**src/rtl/simeck_round_ctrl.sv**
```systemverilog
// simeck_round_ctrl
// -----------------
// Sequencing controller for the iterative Simeck32/64 datapath. It holds no
// datapath of its own. It produces every load/enable strobe for the state
// register, the key register and the round-key store. The sequence is:
//   IDLE -> LOAD (1 cycle) -> KEYEXP (ROUNDS cycles, fills key store)
//        -> RUN (ROUNDS cycles, ascending keys for encrypt, descending for
//           decrypt) -> DONE (result held until accepted) -> IDLE
//
// Ports
//   clk, reset      clock; synchronous active-high reset
//   start, mode     operation request and direction (0 enc, 1 dec), sampled in IDLE
//   start_ack       IDLE & start (accept strobe)
//   busy            any state other than IDLE
//   ld_key/ld_state LOAD-cycle strobes for key and state registers
//   key_step        advance key register one schedule round (KEYEXP)
//   ks_we, ks_addr  key-store write enable and shared read/write address
//   z_bit           round-constant bit, valid only in KEYEXP
//   rnd_en          one round update of the state register (RUN)
//   out_valid       result valid (DONE)
//   out_ready       downstream accept
//   mode_q          captured direction, used by the datapath for word swap
//   dbg_state, dbg_cnt, dbg_lfsr   internal FSM state, counter and LFSR
//
// Result handshake: out_valid is high in DONE and stays high until out_ready
// is sampled high on a clock edge. That edge completes the transfer, and
// out_valid and busy are low after it. If out_ready is already high when DONE
// is entered, out_valid lasts exactly one cycle. A new start can be accepted
// no earlier than the cycle after the transfer edge.
module simeck_round_ctrl #(
    parameter int ROUNDS = 32,
    parameter int CNTW   = 5
) (
    input  logic            clk,
    input  logic            reset,
    input  logic            start,
    input  logic            mode,
    output logic            start_ack,
    output logic            busy,
    output logic            ld_key,
    output logic            key_step,
    output logic            ks_we,
    output logic [CNTW-1:0] ks_addr,
    output logic            z_bit,
    output logic            ld_state,
    output logic            rnd_en,
    output logic            out_valid,
    input  logic            out_ready,
    output logic            mode_q,
    output logic [2:0]      dbg_state,
    output logic [CNTW-1:0] dbg_cnt,
    output logic [4:0]      dbg_lfsr
);

    localparam logic [2:0] S_IDLE   = 3'd0;
    localparam logic [2:0] S_LOAD   = 3'd1;
    localparam logic [2:0] S_KEYEXP = 3'd2;
    localparam logic [2:0] S_RUN    = 3'd3;
    localparam logic [2:0] S_DONE   = 3'd4;

    // Terminal count. The compare is against ROUNDS-1 and never depends on
    // the counter wrapping to 0.
    localparam logic [CNTW-1:0] LAST     = CNTW'(ROUNDS - 1);
    localparam logic [4:0]      LFSR_INI = 5'b11111;

    logic [2:0]      state;
    logic [CNTW-1:0] cnt;
    logic [4:0]      lfsr;

    always_ff @(posedge clk) begin
        if (reset) begin
            state  <= S_IDLE;
            cnt    <= '0;
            lfsr   <= LFSR_INI;
            mode_q <= 1'b0;
        end else begin
            case (state)
                S_IDLE: begin
                    if (start) begin
                        state  <= S_LOAD;
                        mode_q <= mode;
                    end
                end
                S_LOAD: begin
                    cnt   <= '0;
                    lfsr  <= LFSR_INI;
                    state <= S_KEYEXP;
                end
                S_KEYEXP: begin
                    // The LFSR advances only here, so z_bit tracks the
                    // key-schedule step index.
                    lfsr <= {lfsr[0] ^ lfsr[2], lfsr[4:1]};
                    if (cnt == LAST) begin
                        cnt   <= '0;
                        state <= S_RUN;
                    end else begin
                        cnt <= cnt + CNTW'(1);
                    end
                end
                S_RUN: begin
                    if (cnt == LAST) begin
                        cnt   <= '0;
                        state <= S_DONE;
                    end else begin
                        cnt <= cnt + CNTW'(1);
                    end
                end
                S_DONE: begin
                    if (out_ready) begin
                        state <= S_IDLE;
                    end
                end
                default: state <= S_IDLE;
            endcase
        end
    end

    // All outputs are decodes of registered state. The only exception is
    // start_ack, which also looks at the start input.
    assign start_ack = (state == S_IDLE) && start;
    assign busy      = (state != S_IDLE);
    assign ld_key    = (state == S_LOAD);
    assign ld_state  = (state == S_LOAD);
    assign key_step  = (state == S_KEYEXP);
    assign ks_we     = (state == S_KEYEXP);
    assign rnd_en    = (state == S_RUN);
    assign out_valid = (state == S_DONE);
    assign z_bit     = (state == S_KEYEXP) && lfsr[0];

    // Decrypt walks the key store from the top. LAST - cnt cannot underflow
    // because cnt never exceeds LAST.
    always_comb begin
        ks_addr = '0;
        if (state == S_KEYEXP) begin
            ks_addr = cnt;
        end else if (state == S_RUN) begin
            ks_addr = mode_q ? (LAST - cnt) : cnt;
        end
    end

    assign dbg_state = state;
    assign dbg_cnt   = cnt;
    assign dbg_lfsr  = lfsr;

endmodule
```
**config.mk**
```make
export PLATFORM = sky130hd
export DESIGN_NAME = simeck_round_ctrl
export DESIGN_NICKNAME = d
export VERILOG_FILES = /design/src/rtl/simeck_round_ctrl.sv
export SDC_FILE = /design/constraint.sdc
export NUM_CORES = 1
export LEC_CHECK = 0
export CAP_MARGIN = 20
export CORE_ASPECT_RATIO = 1.2
export CORE_MARGIN = 1
export CORE_UTILIZATION = 41
export CTS_BUF_LIST = sky130_fd_sc_hd__clkbuf_8
export CTS_CLUSTER_DIAMETER = 150
export CTS_CLUSTER_SIZE = 10
export DETAILED_ROUTE_END_ITERATION = 6
export PLACE_DENSITY_LB_ADDON = 0.15
export RECOVER_POWER = 100
export SYNTH_ARGS = -nofsm -noshare
export SYNTH_HDL_FRONTEND = slang
export SYNTH_SLANG_ARGS = --single-unit
```
**constraint.sdc**
```tcl
create_clock -name clk -period 1.67 [get_ports clk]
set_clock_uncertainty 0.1 [all_clocks]
set_input_delay 0.334 -clock clk [delete_from_list [all_inputs] [get_ports clk]]
set_output_delay 0.334 -clock clk [all_outputs]
set_load 0.01 [all_outputs]
```
After elaboration in Yosys (flattened, before gate mapping)
Index checks and enable logic that the tools add are counted.
{"block": "classes", "add_sub_neg": 2, "n_eq_ne": 9, "muxes": 11, "n_bitwise": 1, "reduce_logical": 9}
{"operator": "two-way mux 5 bit", "n": 4}
{"operator": "one-hot mux 5 bit (2 select lines)", "n": 2}
{"operator": "one-hot mux 3 bit (5 select lines)", "n": 1}
{"operator": "two-way mux 3 bit", "n": 4}
{"operator": "== test 3 x 2 -> 1 bit, second input constant", "n": 2}
{"operator": "inequality test 2 x 1 -> 1 bit, second input constant", "n": 3}
{"operator": "adder 5 x 1 -> 5 bit, second input constant", "n": 1}
{"operator": "== test 5 bit, second input constant", "n": 1}
{"operator": "subtractor 5 bit, first input constant", "n": 1}
{"operator": "AND reduction 4 bit", "n": 1}
{"operator": "nonzero test 2 bit", "n": 2}
{"operator": "== test 3 x 1 -> 1 bit, second input constant", "n": 1}
{"operator": "== test 3 bit, second input constant", "n": 1}
{"operator": "logical NOT 3 bit", "n": 1}
{"operator": "nonzero test 3 bit", "n": 1}
{"operator": "logical AND 1 bit", "n": 2}
{"operator": "inequality test 2 bit, second input constant", "n": 1}
{"operator": "AND reduction 2 bit", "n": 1}
{"operator": "OR reduction 2 bit", "n": 1}
{"operator": "bitwise XOR 1 bit", "n": 1}
{"block": "totals", "ff_bits": 14}

Depth between registers and ports, before layout
{"block": "depth", "word_depth": 4, "ltp_mapped": 6, "mapped_depth_nobuf": 6}

Worst setup path after synthesis
Ideal clock, no wire load.
{"block": "synth_timing", "path_kind": "register to register", "startpoint": "reg cnt[0] (netlist: dbg_cnt[0])", "endpoint": "reg state[0] (netlist: dbg_state[0])", "t_arrival_ns": 1.615, "path_slack_ns": -0.131, "path_stages_with_launch": 7, "synth_period_minus_slack_ns": 1.801, "path_cell_list": "dfxtp_1 > ha_1 > and3_1 > ha_1 > or2b_1 > or2_0 > a211oi_1"}
{"block": "synth_between", "elab_chain_cells": 3, "elab_cells_between_ends": 4, "cone_classes": "eq/ne: 3; reduce/logical: 1"}
{"element": "from (decl)", "line": "67", "source": "logic [CNTW-1:0] cnt;"}
{"element": "from (signal assigned)", "line": "97", "source": "cnt <= cnt + CNTW'(1);"}
{"element": "from (signal assigned)", "line": "105", "source": "cnt <= cnt + CNTW'(1);"}
{"element": "== test 5 bit *", "line": "93, 101"}
{"element": "inequality test 2 x 1 -> 1 bit (no line)"}
{"element": "AND reduction 4 bit (no line) *"}
{"element": "to (signal assigned)", "line": "95", "source": "state <= S_RUN;"}
{"element": "to (signal assigned)", "line": "103", "source": "state <= S_DONE;"}
{"element": "to (signal assigned)", "line": "110", "source": "state <= S_IDLE;"}
{"element": "to (decl)", "line": "66", "source": "logic [2:0] state;"}
Mark *: on every way between the ends. The rest lies on a longest branch, timed or not.
A chain may end at the register's enable or synchronous reset.

Final worst setup path
{"block": "layout_timing", "startpoint": "reg state[1] (netlist: dbg_state[1])", "endpoint": "out z_bit"}
{"block": "layout_between", "elab_chain_cells": 2}
{"element": "from (signal assigned)", "line": "72", "source": "state <= S_IDLE;"}
{"element": "from (signal assigned)", "line": "80", "source": "state <= S_LOAD;"}
{"element": "from (signal assigned)", "line": "87", "source": "state <= S_KEYEXP;"}
{"element": "== test 3 x 2 -> 1 bit", "line": "128", "source": "assign z_bit = (state == S_KEYEXP) && lfsr[0];"}
{"element": "logical AND 1 bit", "line": "128"}
{"element": "to (decl)", "line": "44", "source": "output logic z_bit,"}
No other way between the ends.

==> metrics.cfg <==
[place]
port_buffers=32
pre_cts_slack_ps=-379
dp.cells=184
hpwlAfterDp_um=1700
gp_congestion=0.717

[route]
vias_per_cell=4.96
wl_per_cell_um=13.0
drc=0
finalWirelength_um=2570
firstDrtPassIters=4
num_vias=978
ant_nets=0
drt-initial-drc-count=13

[sta]
maxSlewViolCount=0
setup_viol=4
period_share=1.01
min_period_ps=1690
hold_viol_final=0
finalWorstSetupSlack_ps=-18.0
fmax_mhz=592
maxSlewHeadroom=0.722
whs_ps=409
grt_setup_unrepaired=yes
worst_slew_pin_slew_ps=416
fin_tns_setup_ps=-42.3

[clock_tree]
ctsHtreeMaxLevel=1
path_clk_slew_ps=60
max-clock-path-buffers=2
cts_made_buffers=3
cts_tree=built
clkSinkCount=14
cts-root-buf=clkbuf_8
clkLatencyLatePin_ps=240

[logic_synthesis]
yosysMostFrequentCell=nor2_1
synth_ff_type=dfxtp_1
seq_area_frac_synth=0.318
yosys.area.top_type=dfxtp_1
synth_area_per_cell_sq_um=8.55
syn_nets=110
synth_area_sq_um=881
synth_edf_count=0
synthTopCellsByCount=nor2_1 (18), dfxtp_1 (14), a21oi_1 (6), xor2_1 (6)
synth_area_leaders=dfxtp_1 (32%), nor2_1 (7.7%), xor2_1 (6.0%)
async_reset_ff_frac=0
syn_inst=103
synth_top_area_share=0.318
synth.distinct_cells=38
ys_seq_elements=14
ys_warn_count=0

[die]
fp.coreArea_sq_mm=0.00205
start_util=0.430
die_area_sq_mm=0.00234
io_pins=33
die_width_um=44.3
rows=18
die_h_um=52.8

[grt]
grt_pass1_wl_um=3790
track_usage=0.219
grt_max_degree=16
grt_antenna_before_repair=0
grt_overflow_total=0
grt_pass1_vias=920

[run_status]
violations=negative setup slack
status=complete, but fails checks

[worst_setup_path]
cpPeakStageDelay_ps=380
worst-path-buf-inv=2
cp_top_family=flip-flops
setup.worst_path.start_class=flop
rr_worst_depth=6
setup.worst_path.class=flop to output port
slowest_stage=dfxtp_1
regToRegSetupSlack_ps=-10
worstReg2RegStart=dbg_cnt[0]$_SDFFE_PP0P_
path_cells=clkbuf_1, and2b_1, and3_1, buf_2
crit_path_max_fanout=3
cp.arrival_ps=1250
end_kind=output port
worstReg2RegEnd=dbg_state[0]$_SDFFE_PP0P_
required_ps=1240

[layout]
diodes=0
drive_gt1_frac=0.449
area_growth_pct=75.0
fillCellCount=157
finish.utilization=0.752
stdcell_count=197
fin_nets=175

[power]
p_seq_frac=0.357
p_clk_frac=0.323
power.switching_mw=0.283
p_int_mw=0.738
switching_share=0.277
combPwrFrac=0.320
leakagePower_nw=0.735
powerDensity_mw_per_mm2=662
vdd_drop_max_mv=0.539

[flow_run]
cap_violations=0

[worst_hold_path]
hp-start=dbg_cnt[3]$_SDFFE_PP0P_
holdPathStages=1
holdPathEnd=dbg_cnt[3]$_SDFFE_PP0P_
hp-class=flop to flop

==> layout make-up <==
cell class,instances,area [sq um],share of cell area
Multi-Input combinational cell,79,594,0.386
Tap cell,30,37.5,0.0244
Timing Repair Buffer,68,552,0.358
Clock buffer,4,55.1,0.0357
Sequential cell,14,295,0.192
Inverter,2,7.51,0.00487
==> power groups by stage <==
stage               Combinational (mW)  Sequential (mW)  Clock, mW
finish                           0.326            0.364      0.330
floorplan                        0.136            0.374          0
CTS                              0.301            0.365      0.337
global placement                 0.297            0.368          0
detailed placement               0.302            0.368          0
global route                     0.354            0.365      0.345
==> stage by stage <==
stage	total power [mW]	cell area, sq um
final	1.02	1540
after global routing	1.06	1540
after CTS	1.00	1520
after detailed placement	0.671	1400
after global placement	0.665	1400
after floorplan	0.511	891
==> logic make-up after synthesis <==
group           count (synthesis)  share of synthesized area
mux                             2                     0.0241
xor+xnor                        6                     0.0597
flops                          14                      0.318
compound gates                 24                      0.183
simple gates                   45                      0.301
fa+ha+maj                       2                     0.0284
buf+inv                        10                     0.0852
==> metal layers <==
layer	vias up	part of all wire	global-route usage	wire length, um
li1	486	-	-	-
met4	0	0.019	0.0808	48
met1	455	0.42	0.229	1080
met3	6	0.036	0.0345	92
met2	31	0.52	0.424	1350
met5	-	0	0	0
==> layout by cell type, fill, tap and decap left out, types with 2 or more instances in the layout <==
cell,n
clkbuf_2,4
xor2_1,6
and3_1,2
dlygate4sd2_1,5
buf_2,8
clkdlybuf4s15_2,2
o21a_1,4
dfxtp_1,6
ha_4,2
a21oi_1,5
nor2_1,17
o21bai_1,4
buf_4,31
nand2_1,3
clkdlybuf4s50_1,10
nor3b_1,4
o21ai_0,3
dfxtp_4,2
dlymetal6s2s_1,2
nand2b_1,2
nor2_4,2
buf_6,3
dfxtp_2,6
a311oi_1,2
clkbuf_8,4
==> worst max-delay path by stage <==
stage / startpoint / end / slack, ps / depth (start not counted)
2_1_floorplan: dbg_cnt[0]$_SDFFE_PP0P_ / dbg_state[0]$_SDFFE_PP0P_ / 0.6 / 6
3_3_place_gp: start / start_ack / -330 / 3
3_5_place_dp: start / start_ack / -380 / 3
4_1_cts: dbg_cnt[0]$_SDFFE_PP0P_ / dbg_state[0]$_SDFFE_PP0P_ / -50 / 6
5_1_grt: dbg_cnt[0]$_SDFFE_PP0P_ / dbg_cnt[2]$_SDFFE_PP0P_ / -90 / 6
6_report: dbg_state[1]$_SDFFE_PP0P_ / z_bit / -20 / 4
==> flip-flops by register name, indices dropped and copies added (netlist names) <==
register / flops
dbg_cnt: 5
dbg_lfsr: 5
dbg_state: 3
mode_q: 1
==> what timing repair did <==
action                     CTS  global route
buffers inserted             6             4
resized for setup           59            25
pin swaps                    5             8
setup endpoints to repair   25            19
hold buffers                 0             0
gates cloned                 0             0
No activity file was read; power rests on OpenSTA's default activity.
